===== src/rtl/apb_slv_pkg.sv =====
`default_nettype none
// ============================================================================
//  Package     : apb_slv_pkg
//  Description : Shared types and helpers for the parametrised APB memory
//                slave: FSM state enum, latched transfer context and the
//                address error decode.
//  Revision    : 1.0  initial release
// ============================================================================
package apb_slv_pkg;

  // Context fields are sized for the widest supported bus.
  // Narrower configurations zero-extend into them.
  localparam int unsigned CTX_ADDR_W = 64;
  localparam int unsigned CTX_DATA_W = 64;
  localparam int unsigned CTX_STRB_W = 8;

  typedef enum logic [0:0] {
    IDLE   = 1'b0,
    ACCESS = 1'b1
  } apb_state_e;

  typedef struct packed {
    logic [CTX_ADDR_W-1:0] addr;
    logic                  write;
    logic [CTX_DATA_W-1:0] wdata;
    logic [CTX_STRB_W-1:0] strb;
    logic                  err;
  } apb_ctx_t;

  // An address is in error when it is not word aligned.
  // It is also in error when its word index is at or beyond the memory depth.
  function automatic logic addr_err(input logic [CTX_ADDR_W-1:0] addr,
                                    input int unsigned           depth,
                                    input int unsigned           lsb);
    logic [CTX_ADDR_W-1:0] lsb_mask;
    logic [CTX_ADDR_W-1:0] idx;
    lsb_mask = (CTX_ADDR_W'(1) << lsb) - CTX_ADDR_W'(1);
    idx      = addr >> lsb;
    return ((addr & lsb_mask) != '0) || (idx >= CTX_ADDR_W'(depth));
  endfunction

endpackage
`default_nettype wire


===== src/rtl/apb_slv_mem.sv =====
`default_nettype none
// ============================================================================
//  Module      : apb_slv_mem
//  Description : DEPTH x DATA_W register array with asynchronous clear,
//                byte-enabled write port and combinational read port.
//  Revision    : 1.0  initial release
// ============================================================================
module apb_slv_mem #(
  parameter int unsigned DATA_W = 32,
  parameter int unsigned DEPTH  = 32
) (
  input  logic                       clk_i,
  input  logic                       rst_ni,
  input  logic                       we_i,
  input  logic [$clog2(DEPTH)-1:0]   waddr_i,
  input  logic [DATA_W-1:0]          wdata_i,
  input  logic [DATA_W/8-1:0]        wstrb_i,
  input  logic [$clog2(DEPTH)-1:0]   raddr_i,
  output logic [DATA_W-1:0]          rdata_o
);

  localparam int unsigned STRB_W = DATA_W / 8;

  logic [DATA_W-1:0] mem_q [DEPTH];

  // Storage: cleared on reset, byte lanes written where their strobe is set
  always_ff @(posedge clk_i or negedge rst_ni) begin
    if (!rst_ni) begin
      for (int w = 0; w < int'(DEPTH); w++) begin
        mem_q[w] <= '0;
      end
    end else if (we_i) begin
      for (int b = 0; b < int'(STRB_W); b++) begin
        if (wstrb_i[b]) begin
          mem_q[waddr_i][b*8 +: 8] <= wdata_i[b*8 +: 8];
        end
      end
    end
  end

  assign rdata_o = mem_q[raddr_i];

endmodule
`default_nettype wire


===== src/rtl/apb_mem_slave_p.sv =====
`default_nettype none
// ============================================================================
//  Module      : apb_mem_slave_p
//  Description : Parametrised APB3/APB4 memory slave with fixed wait states
//                and PSLVERR on misaligned or out-of-range accesses.
//                Define APB_SLV_PSTRB_EN to add the PSTRB byte-strobe port.
//  Revision    : 1.0  initial release
// ============================================================================
module apb_mem_slave_p
  import apb_slv_pkg::*;
#(
  parameter int unsigned DATA_W      = 32,
  parameter int unsigned ADDR_W      = 32,
  parameter int unsigned DEPTH       = 32,
  parameter int unsigned WAIT_STATES = 0
) (
  input  logic                PCLK,
  input  logic                PRESETn,
  input  logic                PSEL,
  input  logic                PENABLE,
  input  logic [ADDR_W-1:0]   PADDR,
  input  logic                PWRITE,
  input  logic [DATA_W-1:0]   PWDATA,
`ifdef APB_SLV_PSTRB_EN
  input  logic [DATA_W/8-1:0] PSTRB,
`endif
  output logic [DATA_W-1:0]   PRDATA,
  output logic                PREADY,
  output logic                PSLVERR
);

  localparam int unsigned STRB_W = DATA_W / 8;
  localparam int unsigned LSB    = $clog2(STRB_W);
  localparam int unsigned IDX_W  = $clog2(DEPTH);

  apb_state_e        state_q, state_d;
  logic [3:0]        wcnt_q, wcnt_d;
  apb_ctx_t          ctx_q, ctx_d;
  logic [DATA_W-1:0] prdata_q, prdata_d;

  logic              w_err_in;
  logic [IDX_W-1:0]  w_rd_idx;
  logic [IDX_W-1:0]  w_wr_idx;
  logic [STRB_W-1:0] w_strb_in;
  logic [DATA_W-1:0] w_rdata;
  logic              w_mem_we;

`ifdef APB_SLV_PSTRB_EN
  assign w_strb_in = PSTRB;
`else
  assign w_strb_in = '1;
`endif

  // The read index comes from the live bus, because read data is captured at the setup edge.
  // The write index comes from the latched context.
  assign w_err_in = addr_err(CTX_ADDR_W'(PADDR), DEPTH, LSB);
  assign w_rd_idx = IDX_W'(PADDR >> LSB);
  assign w_wr_idx = IDX_W'(ctx_q.addr >> LSB);

  apb_slv_mem #(
    .DATA_W (DATA_W),
    .DEPTH  (DEPTH)
  ) u_mem (
    .clk_i   (PCLK),
    .rst_ni  (PRESETn),
    .we_i    (w_mem_we),
    .waddr_i (w_wr_idx),
    .wdata_i (DATA_W'(ctx_q.wdata)),
    .wstrb_i (STRB_W'(ctx_q.strb)),
    .raddr_i (w_rd_idx),
    .rdata_o (w_rdata)
  );

  // State, wait counter, latched context and read data registers
  always_ff @(posedge PCLK or negedge PRESETn) begin
    if (!PRESETn) begin
      state_q  <= IDLE;
      wcnt_q   <= '0;
      ctx_q    <= '0;
      prdata_q <= '0;
    end else begin
      state_q  <= state_d;
      wcnt_q   <= wcnt_d;
      ctx_q    <= ctx_d;
      prdata_q <= prdata_d;
    end
  end

  // Next-state logic: setup capture, wait countdown, completion and abort
  always_comb begin
    state_d  = state_q;
    wcnt_d   = wcnt_q;
    ctx_d    = ctx_q;
    prdata_d = prdata_q;
    w_mem_we = 1'b0;
    case (state_q)
      IDLE: begin
        // PSEL with PENABLE already high is a protocol violation and is ignored
        if (PSEL && !PENABLE) begin
          ctx_d.addr  = CTX_ADDR_W'(PADDR);
          ctx_d.write = PWRITE;
          ctx_d.wdata = CTX_DATA_W'(PWDATA);
          ctx_d.strb  = CTX_STRB_W'(w_strb_in);
          ctx_d.err   = w_err_in;
          wcnt_d      = 4'(WAIT_STATES);
          if (!PWRITE) begin
            prdata_d = w_err_in ? '0 : w_rdata;
          end
          state_d = ACCESS;
        end
      end
      ACCESS: begin
        if (!PSEL) begin
          state_d = IDLE;
        end else if (wcnt_q != 4'd0) begin
          wcnt_d = wcnt_q - 4'd1;
        end else if (PENABLE) begin
          w_mem_we = ctx_q.write & ~ctx_q.err;
          state_d  = IDLE;
        end
      end
      default: state_d = IDLE;
    endcase
  end

  assign PREADY  = (state_q == ACCESS) && (wcnt_q == 4'd0);
  assign PSLVERR = PREADY & ctx_q.err;
  assign PRDATA  = prdata_q;

endmodule
`default_nettype wire


===== config.mk =====
export PLATFORM = sky130hd
export DESIGN_NAME = apb_mem_slave_p
export DESIGN_NICKNAME = d
export VERILOG_FILES = /design/src/rtl/apb_slv_pkg.sv /design/src/rtl/apb_slv_mem.sv /design/src/rtl/apb_mem_slave_p.sv
export SDC_FILE = /design/constraint.sdc
export NUM_CORES = 1
export LEC_CHECK = 0
export CORE_MARGIN = 4
export CORE_UTILIZATION = 60
export DETAILED_ROUTE_END_ITERATION = 10
export PLACE_DENSITY = 0.74
export SLEW_MARGIN = 15
export SYNTH_ARGS = -nofsm -noshare
export SYNTH_HDL_FRONTEND = slang
export SYNTH_SLANG_ARGS = --single-unit

===== constraint.sdc =====
create_clock -name PCLK -period 4 [get_ports PCLK]
set_clock_uncertainty 0.1 [all_clocks]
set_input_delay 1.2 -clock PCLK [delete_from_list [all_inputs] [get_ports PCLK]]
set_output_delay 1.2 -clock PCLK [all_outputs]
set_load 0.02 [all_outputs]

== Word level (Yosys, flattened, before mapping) ==
Index checks and enable logic that the tools add are counted.

* Register bits after elaboration: 1103
* Bits in latches: 0
* Memory bits (writable): 0
* Memory bits (read-only): 0
* Input bits: 69
* Logic and storage cells: 102
* Memories: 0

* Add/subtract/negate cells: 1
* $mul: 0
* Divide/modulo/power cells: 0
* $lt $le $gt $ge: 4
* Eq/ne operators: 3
* Shift operators: 0
* Multiplexer cells: 36
* Bitwise gates (word level): 7
* Reduce and logical (&&, ||, !) cells: 11

{| class="wikitable"
|+ Operators by type and width
! operator !! count
|-
| 1024-bit 2-to-1 mux || 7
|-
| 1024-bit bitwise mux || 4
|-
| 32-bit demux with 5-bit select || 4
|-
| 32-bit binary-select mux with 5-bit select || 1
|-
| 32-bit 2-to-1 mux || 4
|-
| 64-bit nonzero test || 1
|-
| 30-bit by 6-bit >= comparator with 1-bit output (second input constant) || 1
|-
| 24-bit 2-to-1 mux || 1
|-
| 16-bit 2-to-1 mux || 1
|-
| 6-bit >= comparator (second input constant) || 2
|-
| 4-bit 2-to-1 mux || 3
|-
| 5-bit NOT with 6-bit output || 2
|-
| 1-bit 2-to-1 mux || 8
|-
| 8-bit 2-to-1 mux || 1
|-
| 4-bit one-hot mux with 2 select lines || 1
|-
| 6-bit by 1-bit less-than comparator with 1-bit output (second input constant) || 1
|-
| 3-bit AND reduction || 2
|-
| 4-bit zero test || 1
|-
| 2-bit inequality test (second input constant) || 2
|-
| 4-bit nonzero test || 1
|-
| 4-bit by 1-bit subtractor with 4-bit output (second input constant) || 1
|-
| 1-bit logical AND || 3
|-
| 1-bit NOT || 3
|-
| 1-bit AND || 2
|-
| 5 further kinds || 5
|}

== Depth between registers and ports, before layout ==
Gate-level depths: netlist of run 1.

* Word-level depth: 16
* Mapped depth: 9

== Modules after synthesis ==
Synthesis of run 1 repeated with hierarchy kept, for this count alone.

* Cell total of the unflattened synthesis: 3784
* Area, all modules: 51066.5 um^2

{| class="wikitable"
|+ Modules (own cells, without submodules)
! module !! instances !! cells an instance !! area each (um^2) !! sequential area each (um^2)
|-
| apb_slv_mem || 1 || 3508 || 47355.4 || 25624.6
|-
| apb_mem_slave_p || 1 || 276 || 3711.1 || 1926.8
|}

== Least setup slack after synthesis of run 1 ==
No wires, ideal clock.

* Path kind: input to register
* Start: input port PADDR[3]
* End: register prdata_q[1], in the netlist PRDATA[1]
* Arrival time: 2.893 ns
* Data required time: 3.763 ns
* Path slack: 0.870 ns
* Stages: 8
* Path buffers: 4
* Cell sequence: buf_4 buf_2 clkbuf_1 buf_2 mux2i_1 o22ai_1 o311ai_0 nand3_1

* Cells in the longest elaborated chain, start to end: 5
* Elaborated cells between the ends (all ways): 7
* Those cells by class: 1 x order compare; 4 x mux; 1 x bitwise; 1 x reduce/logical

{| class="wikitable"
|+ RTL lines
! element !! RTL line !! text
|-
| start, declared || apb_mem_slave_p.sv:21 || <nowiki>input logic [ADDR_W-1:0] PADDR,</nowiki>
|-
| parallel branches: the longest is 4 deep, another holds 30-bit by 6-bit >= comparator with 1-bit output || - ||
|-
| 32-bit 2-to-1 mux * || apb_mem_slave_p.sv:107 || <nowiki>prdata_d = w_err_in ? '0 : w_rdata;</nowiki>
|-
| end signal, assigned || apb_mem_slave_p.sv:85 || <nowiki>prdata_q <= prdata_d;</nowiki>
|-
| end, declared || apb_mem_slave_p.sv:39 || <nowiki>logic [DATA_W-1:0] prdata_q, prdata_d;</nowiki>
|}

Every way passes the cells marked *. The select of a mux whose other input is x is not followed.
A chain may end at the register's enable or synchronous reset.

== Worst setup path after layout of run 1 ==
* Start: register wcnt_q[0]
* End: output port PSLVERR

* Cells in the longest elaborated chain, start to end: 3

{| class="wikitable"
|+ RTL lines
! element !! RTL line !! text
|-
| start, declared || apb_mem_slave_p.sv:37 || <nowiki>logic [3:0] wcnt_q, wcnt_d;</nowiki>
|-
| start signal, assigned || apb_mem_slave_p.sv:83 || <nowiki>wcnt_q <= wcnt_d;</nowiki>
|-
| 4-bit zero test || apb_mem_slave_p.sv:126 || <nowiki>assign PREADY = (state_q == ACCESS) && (wcnt_q == 4'd0);</nowiki>
|-
| 1-bit logical AND || apb_mem_slave_p.sv:126 ||
|-
| 1-bit AND || apb_mem_slave_p.sv:127 || <nowiki>assign PSLVERR = PREADY & ctx_q.err;</nowiki>
|-
| end, declared || apb_mem_slave_p.sv:29 || <nowiki>output logic PSLVERR</nowiki>
|}

No other way between the ends.

==> implementation parameters, run 1 <==
Parameter                              Value

Status
  Result of the run ... completed

Synthesis
  Portion of synthesized cell area occupied by the leading cell type ... 55.78%
  Ys async rst share ... 100.0%
  Multiplexer fraction of the synthesized cell area ... 36.17%
  Total nets after synthesis ... 3351
  Ranking of synthesized cells by instance count ... sky130_fd_sc_hd__dfrtp_1 (1101), sky130_fd_sc_hd__mux2_2 (1032), sky130_fd_sc_hd__mux4_2 (192), sky130_fd_sc_hd__mux2i_1 (157), sky130_fd_sc_hd__clkbuf_1 (128)
  FF+latch count, synth ... 1101
  Syn Inst Count ... 3281
  Synthesized-area fraction occupied by and/or/nand/nor cells ... 2.850%
  Number of warnings printed during yosys synthesis ... 0
  Count of unique library cells instantiated by Yosys ... 48
  Share of the synthesized netlist area taken by xor and xnor gates ... 0%
  Most common cell in the synthesized netlist ... sky130_fd_sc_hd__dfrtp_1
  Avg Inst Size Synth ... about 15 um2
  EDFF count, synth ... 0
  Largest area contributor in the synthesized netlist ... sky130_fd_sc_hd__dfrtp_1
  Top cells by area, synth ... sky130_fd_sc_hd__dfrtp_1 (56%), sky130_fd_sc_hd__mux2_2 (24%), sky130_fd_sc_hd__mux4_2 (8.8%), sky130_fd_sc_hd__mux2i_1 (3.2%), sky130_fd_sc_hd__buf_2 (1.2%)
  Most frequently used flop master after synthesis ... sky130_fd_sc_hd__dfrtp_1
  Compound-Gate Fraction of Synth Area ... 2.303%
  Sequential share of the synthesized area ... 55.78%
  Adder-Cell Fraction of Synth Area ... less than 1%
  Largest family of logic cells by synthesized area ... multiplexers
  Area of the mapped netlist ... just under 0.05 mm2

Global routing
  Global-route wire length before repair ... 198900 um
  Via count of the first global-routing pass ... 32040
  Largest net degree at the start of global routing ... 110
  Initial antenna violation count ... 1
  Aggregate global routing overflow ... 0
  Total Routing Usage GR ... 30.27%

Final layout
  Number of diodes added for antenna fixing ... 0
  Post-route cell area ... 0.05660 mm2
  Share of final-layout standard cells stronger than drive strength 1 ... 47.17%
  Fill count ... 5265
  Final core utilization ... 69.81%
  Relative area change from synthesis to final layout ... 14.58%
  Count of nets after finishing ... 3409

Clock tree
  Number of buffers inserted during clock tree synthesis ... 113
  Insertion delay of the later-clocked pin in the worst-skew pair ... 680 ps
  Quantity of gates resized following cts ... 0
  Library cell used as clock root buffer ... sky130_fd_sc_hd__clkbuf_16
  Cts hold-fix bufs ... 0
  Clock tree from TritonCTS ... built
  Buffers from clock root to sink, at most ... 3
  Clock sink count ... 1101
  Post-CTS setup-driven buffer insertion count ... 0
  H-tree Lvls ... 3
  Clock slew at reported path FFs ... about 60 ps

STA
  Number of endpoints failing setup at the final stage ... 0
  Setup ws final ... ~210 ps
  Measured slew at the worst slew-check pin ... about 1200 ps
  Max frequency ... 0.2639 GHz
  Setup repair after global routing missed its margin ... false
  Tcrit/Tclk final ... 94.72%
  Headroom to the max-slew limit ... 22.01%
  Final Hold Violating Endpoints ... 0
  Final Max Slew Viols ... 0
  Minimum clock period after layout ... 3789 ps
  Setup TNS ... 0 ps

Hold path
  Min-Delay Path Class ... reg2reg
  Source of the worst hold timing path ... u_mem.mem_q[82]$_DFFE_PN0P_
  Hold path cells ... 1

Die
  Core Area ... 0.08107 mm2
  Number of top-level pins ... 103
  Die X-Extent ... approximately 300 um
  Initial core utilization ... between 60% and 70%
  Overall die area ... 0.08698 mm2
  Die span in y ... 294.9 um
  Row Count ... 104

Detailed routing
  Average vias per placed instance ... approximately 6.6
  Sum of routed wire length over all layers ... 128500 um
  Remaining design rule violation count ... 0
  Vias ... 29440
  Post-DRT Antenna Nets ... 0
  Pre-Repair DR Iteration Count ... 5
  WL per Instance ... 28.60 um
  Iteration-0 DRC count of the detailed router ... 2389

Placed design
  Buffers on Ports ... 102
  Placed cell area ... 0.05257 mm2
  Dpl hpwl ... between 70000 and 80000 um
  Final Wtd Congestion ... between 0.8 and 0.9
  Pre-CTS setup slack ... 198.3 ps

Critical path
  Worst Setup Path Type ... reg2out
  Critical Path Start Type ... register
  Critical-path cell list ... inv_1 > ha_1 > and3_1 > and3_1 > clkdlybuf4s50_1
  Arrival time worst endpoint ... 2490 ps
  Start of the worst register-to-register path ... wcnt_q[0]$_DFFE_PN0P_
  Startpoint of the most critical setup path ... wcnt_q[0]$_DFFE_PN0P_
  Depth of the worst register-to-register path ... 8
  Largest stage delay on the critical path ... 600 ps
  Worst setup slack for register-to-register paths ... 1110 ps
  Element type at the critical path end ... output pin
  Cell seen most often among critical-path stages ... sky130_fd_sc_hd__and3_1
  Critical path fanouts, max ... 6
  Crit-path slowest cell ... sky130_fd_sc_hd__clkdlybuf4s50_1
  Required time at the endpoint of the critical path ... approximately 2700 ps

Power and ir drop
  Static Leakage ... 27.39 nW
  Worst IR Drop VDD ... 0.0003889 V
  Total power divided by cell area ... 425.1 mW/mm2

Flow run
  Max-cap violations ... 0
-- placed cells by master (no fill, tap or decap), types with 10 or more instances in the layout --
cell | Yosys | layout
sky130_fd_sc_hd__a21oi_1 | 33 | 33
sky130_fd_sc_hd__mux2_2 | 1032 | 1032
sky130_fd_sc_hd__clkbuf_16 | 0 | 114
sky130_fd_sc_hd__mux4_2 | 192 | 192
sky130_fd_sc_hd__buf_4 | 14 | 84
sky130_fd_sc_hd__clkinv_2 | 0 | 20
sky130_fd_sc_hd__mux2_1 | 31 | 31
sky130_fd_sc_hd__dfrtp_1 | 1101 | 1101
sky130_fd_sc_hd__clkdlybuf4s50_1 | 0 | 97
sky130_fd_sc_hd__bufinv_16 | 0 | 16
sky130_fd_sc_hd__buf_12 | 0 | 69
sky130_fd_sc_hd__o22ai_1 | 94 | 94
sky130_fd_sc_hd__clkbuf_1 | 128 | 21
sky130_fd_sc_hd__clkbuf_8 | 0 | 31
sky130_fd_sc_hd__nand2_1 | 108 | 98
sky130_fd_sc_hd__mux2i_1 | 157 | 157
sky130_fd_sc_hd__nor2_4 | 1 | 20
sky130_fd_sc_hd__nand3_1 | 65 | 64
sky130_fd_sc_hd__o311ai_0 | 30 | 29
sky130_fd_sc_hd__nand2_2 | 0 | 10
sky130_fd_sc_hd__nand2b_1 | 37 | 33
-- where the power goes --
group / internal (mW) / switching (mW) / total (mW) / leakage (nW)
Combinational: 0.395 / 0.642 / 1.04 / 10.1
Sequential: 11.2 / 0.563 / 11.8 / 15.3
Clock: 6.84 / 4.41 / 11.2 / 2.00
Total: 18.4 / 5.61 / 24.1 / 27.4
-- logic make-up (layout without fill, tap and decap cells) --
family	after synthesis	in the layout
AND/OR/NAND/NOR	277	277
flip-flops	1101	1101
AO/OA/AOI/OAI	173	173
adder cells (fa/ha/maj)	1	1
buffers and inverters	317	468
multiplexers	1412	1412
-- layout make-up --
| cell class | instances | area, um2 | area share, % |
|---|---|---|---|
| clock buffer | 166 | 3358 | 5.934 |
| clock inverter | 42 | 663.1 | 1.172 |
| inverter | 6 | 22.52 | 0.03979 |
| multi-input combinational | 1863 | 20630 | 36.46 |
| sequential | 1101 | 27550 | 48.68 |
| tap | 1060 | 1326 | 2.343 |
| timing repair buffer | 254 | 3039 | 5.370 |
-- per-stage QoR --
step | std cells | power [mW] | hold slack, ps
finish | 4492 | 24.06 | 376.7
global placement | 4284 | 12.95 | 361.9
CTS | 4492 | 24.20 | 383.5
floorplan | 3281 | 12.30 | 340.3
detailed placement | 4284 | 13.01 | 370.7
global route | 4492 | 24.79 | 392.0
-- flip-flops by register name, indices dropped and copies added (netlist names) --
name and cells:
PRDATA 32, ctx_q 40, state_q 1, u_mem.mem_q 1024, wcnt_q 4
-- per-layer routing --
metal  vias to the layer above  wire length (um)  track usage (%)
li1                      12210                 -                -
met1                     16050             54390            42.18
met2                       922             62030            49.35
met3                       261              7298            4.898
met4                         2              4724            10.38
met5                         -                13                0
-- critical path: cells and delay by family (launching register included) --
family / cells / cell delay [ps]
flip-flops: 1 / 420
buffers and inverters: 2 / 680
AND/OR/NAND/NOR: 2 / 440
adder cells (fa/ha/maj): 1 / 290
-- worst paths after layout --
kind                                                end
hold reg to reg             u_mem.mem_q[82]$_DFFE_PN0P_
min in group asynchronous  u_mem.mem_q[770]$_DFFE_PN0P_
max in group asynchronous  u_mem.mem_q[697]$_DFFE_PN0P_
setup reg to reg           u_mem.mem_q[921]$_DFFE_PN0P_
hold / removal              u_mem.mem_q[82]$_DFFE_PN0P_
setup / recovery                                PSLVERR
Power figures use the tool's default switching activity.
==> run 2: changes to the inputs <==
Settings changed: CORE_UTILIZATION 60 to 33, PLACE_DENSITY 0.74 to 0.45.
==> run 2 against run 1 <==
Hold slack worse by 1.7 ps. Routed wire length is 19% higher. Maximum frequency fell by 1.2%. Final cell count is 21% higher. Count of clock-buffer cells in the layout grew 31. Non-clock buffer count rose by 34. Global-route usage shrank 11 points. Sequential share of layout area fell by 1.5 points. Via count down 1.1%. Final area grew 3.3%. Register-to-register slack worse by 70 ps.
==> implementation parameters, run 2 (synthesized netlist as in run 1, its figures left out) <==
Parameter                              Value

Final layout
  Footprint of the multi-input gates ... approximately 0.021 mm2
  Number of diodes added for antenna fixing ... 0
  Flip-flop count of the largest register, all copies and words added ... approximately 1000
  Relative area change from synthesis to final layout ... 18.34%
  Count of nets after finishing ... about 3500
  Most common cell after layout, fill and taps aside ... sky130_fd_sc_hd__dfrtp_1
  Final std cells w/o fill ... approximately 5400
  FF+latch area ... about 0.028 mm2
  Share of final-layout standard cells stronger than drive strength 1 ... 48.02%
  Fill count ... 13670
  Register ranked first by flip-flop count ... u_mem.mem_q
  Final core utilization ... between 30% and 40%
  Most used cells in the layout excluding fill and tap cells ... sky130_fd_sc_hd__dfrtp_1 (1095), sky130_fd_sc_hd__mux2_2 (1032), sky130_fd_sc_hd__mux4_2 (192)

STA
  Measured slew at the worst slew-check pin ... 1179 ps
  Minimum clock period after layout ... roughly 3800 ps
  Tcrit/Tclk final ... between 90 and 100%
  Setup repair after global routing missed its margin ... false
  Number of endpoints failing setup at the final stage ... 0
  Max frequency ... 0.2607 GHz
  Headroom to the max-slew limit ... a little over a fifth
  Final Max Slew Viols ... 0
  Setup TNS ... 0 ps
  Final Hold Violating Endpoints ... 0

Die
  Initial core utilization ... 33.33%
  Die X-Extent ... ~390 um
  Overall die area ... 0.1559 mm2
  Number of top-level pins ... 103
  Row Count ... 141
  Die span in y ... 394.9 um
  Core Area ... 0.1482 mm2

Detailed routing
  Sum of routed wire length over all layers ... 152600 um
  WL per Instance ... ~28 um
  Iteration-0 DRC count of the detailed router ... 1452
  Pre-Repair DR Iteration Count ... 5
  Vias ... 29120
  Post-DRT Antenna Nets ... 0
  Remaining design rule violation count ... 0
  Average vias per placed instance ... 5.372

Global routing
  Via count of the first global-routing pass ... 32040
  Aggregate global routing overflow ... 0
  Total Routing Usage GR ... 19.68%
  Global-route wire length before repair ... approximately 230000 um
  Initial antenna violation count ... 6
  Largest net degree at the start of global routing ... 99

Critical path
  Worst Setup Path Type ... reg2out
  Critical Path Start Type ... register
  Critical path fanouts, max ... 6
  Required time at the endpoint of the critical path ... 2700 ps
  Start of the worst register-to-register path ... wcnt_q[0]$_DFFE_PN0P_
  Element type at the critical path end ... output pin
  Startpoint of the most critical setup path ... wcnt_q[0]$_DFFE_PN0P_
  Arrival time worst endpoint ... 2540 ps

Flow run
  Max-cap violations ... 0

Power and ir drop
  Total power divided by cell area ... 424.5 mW/mm2
  Static Leakage ... 27.79 nW
  Worst IR Drop VDD ... 0.0003680 V

Clock tree
  Buffers from clock root to sink, at most ... 3
  Clock slew at reported path FFs ... 60 ps
  Number of buffers inserted during clock tree synthesis ... 131
  H-tree Lvls ... 4
  Post-CTS setup-driven buffer insertion count ... 0
  Clock sink count ... between 1000 and 1500
  Insertion delay of the later-clocked pin in the worst-skew pair ... 760 ps
  Clock tree from TritonCTS ... built
  Library cell used as clock root buffer ... sky130_fd_sc_hd__clkbuf_16
  Cts hold-fix bufs ... 0
  Quantity of gates resized following cts ... 0

Hold path
  Min-Delay Path Class ... reg2reg
  Source of the worst hold timing path ... ctx_q[1]$_DFFE_PN0P_

Placed design
  Dpl hpwl ... 91960 um
  Buffers on Ports ... 102
  Instance count after placement with tap cells included ... 5188
  Final Wtd Congestion ... 0.7634

Status
  Result of the run ... completed
==> run 2: where the power goes <==
group / leakage (nW) / internal [mW] / switching (mW)
Combinational: 10.4 / 0.426 / 0.757
Clock: 2.14 / 7.08 / 4.78
Sequential: 15.3 / 11.2 / 0.550
==> run 2: worst max-delay path: stages (launching register included) <==
cell and delay (ps):
sky130_fd_sc_hd__dfrtp_1 420, sky130_fd_sc_hd__inv_1 80, sky130_fd_sc_hd__ha_1 270, sky130_fd_sc_hd__and3_1 230
sky130_fd_sc_hd__and3_1 160, sky130_fd_sc_hd__clkdlybuf4s50_1 610
==> run 2: path summary, 6_finish.rpt <==
kind                            depth (start not counted)  slack (ps)                       endpoint
worst min register to register                          1         370           ctx_q[1]$_DFFE_PN0P_
min in group asynchronous                               1         400   u_mem.mem_q[955]$_DFFE_PN0P_
max in group asynchronous                               3        2340   u_mem.mem_q[730]$_DFFE_PN0P_
worst max register to register                          8        1040  u_mem.mem_q[1000]$_DFFE_PN0P_
worst max-delay path                                    5         160                        PSLVERR
worst min-delay path                                    1         370           ctx_q[1]$_DFFE_PN0P_
==> run 2: layout make-up <==
class,count,area share (%)
sequential,1101,47.15
multi-input combinational,1863,35.32
clock buffer,197,6.760
timing repair buffer,288,6.007
tap,1930,4.131
clock inverter,35,0.5994
inverter,6,0.03853
==> run 2: per-stage QoR <==
step	total power [mW]	setup slack, ps	area, um2	hold WS [ps]
floorplan	12.30	870.1	49390	340.3
global placement	13.13	145.2	54140	360.8
detailed placement	13.18	129.6	54140	365.8
CTS	25.22	84.09	58440	351.2
global route	25.78	42.37	58450	389.8
finish	24.81	164.9	58450	374.9
==> run 2: layer usage <==
layer  vias up  global-route usage [%]  wire [um]
li1      12310                       -          -
met1     16070                   27.61      71200
met2       538                   32.03      72780
met3       205                   2.736       4922
met4         0                   5.442       3693
met5         -                       0          0
==> run 3: changes to the inputs <==
==> constraint.sdc (replaced) <==
create_clock -name PCLK -period 4 [get_ports PCLK]
set_clock_uncertainty 0.1 [all_clocks]
set_input_delay 1.2 -clock PCLK [delete_from_list [all_inputs] [get_ports PCLK]]
set_output_delay 1.2 -clock PCLK [all_outputs]
set_load 0.01 [all_outputs]
==> results of run 3 <==
Same layout as run 2 (identical final DEF). Status: completed.
Main changes from that run: setup slack after layout 164.9 ps -> 232.8 ps
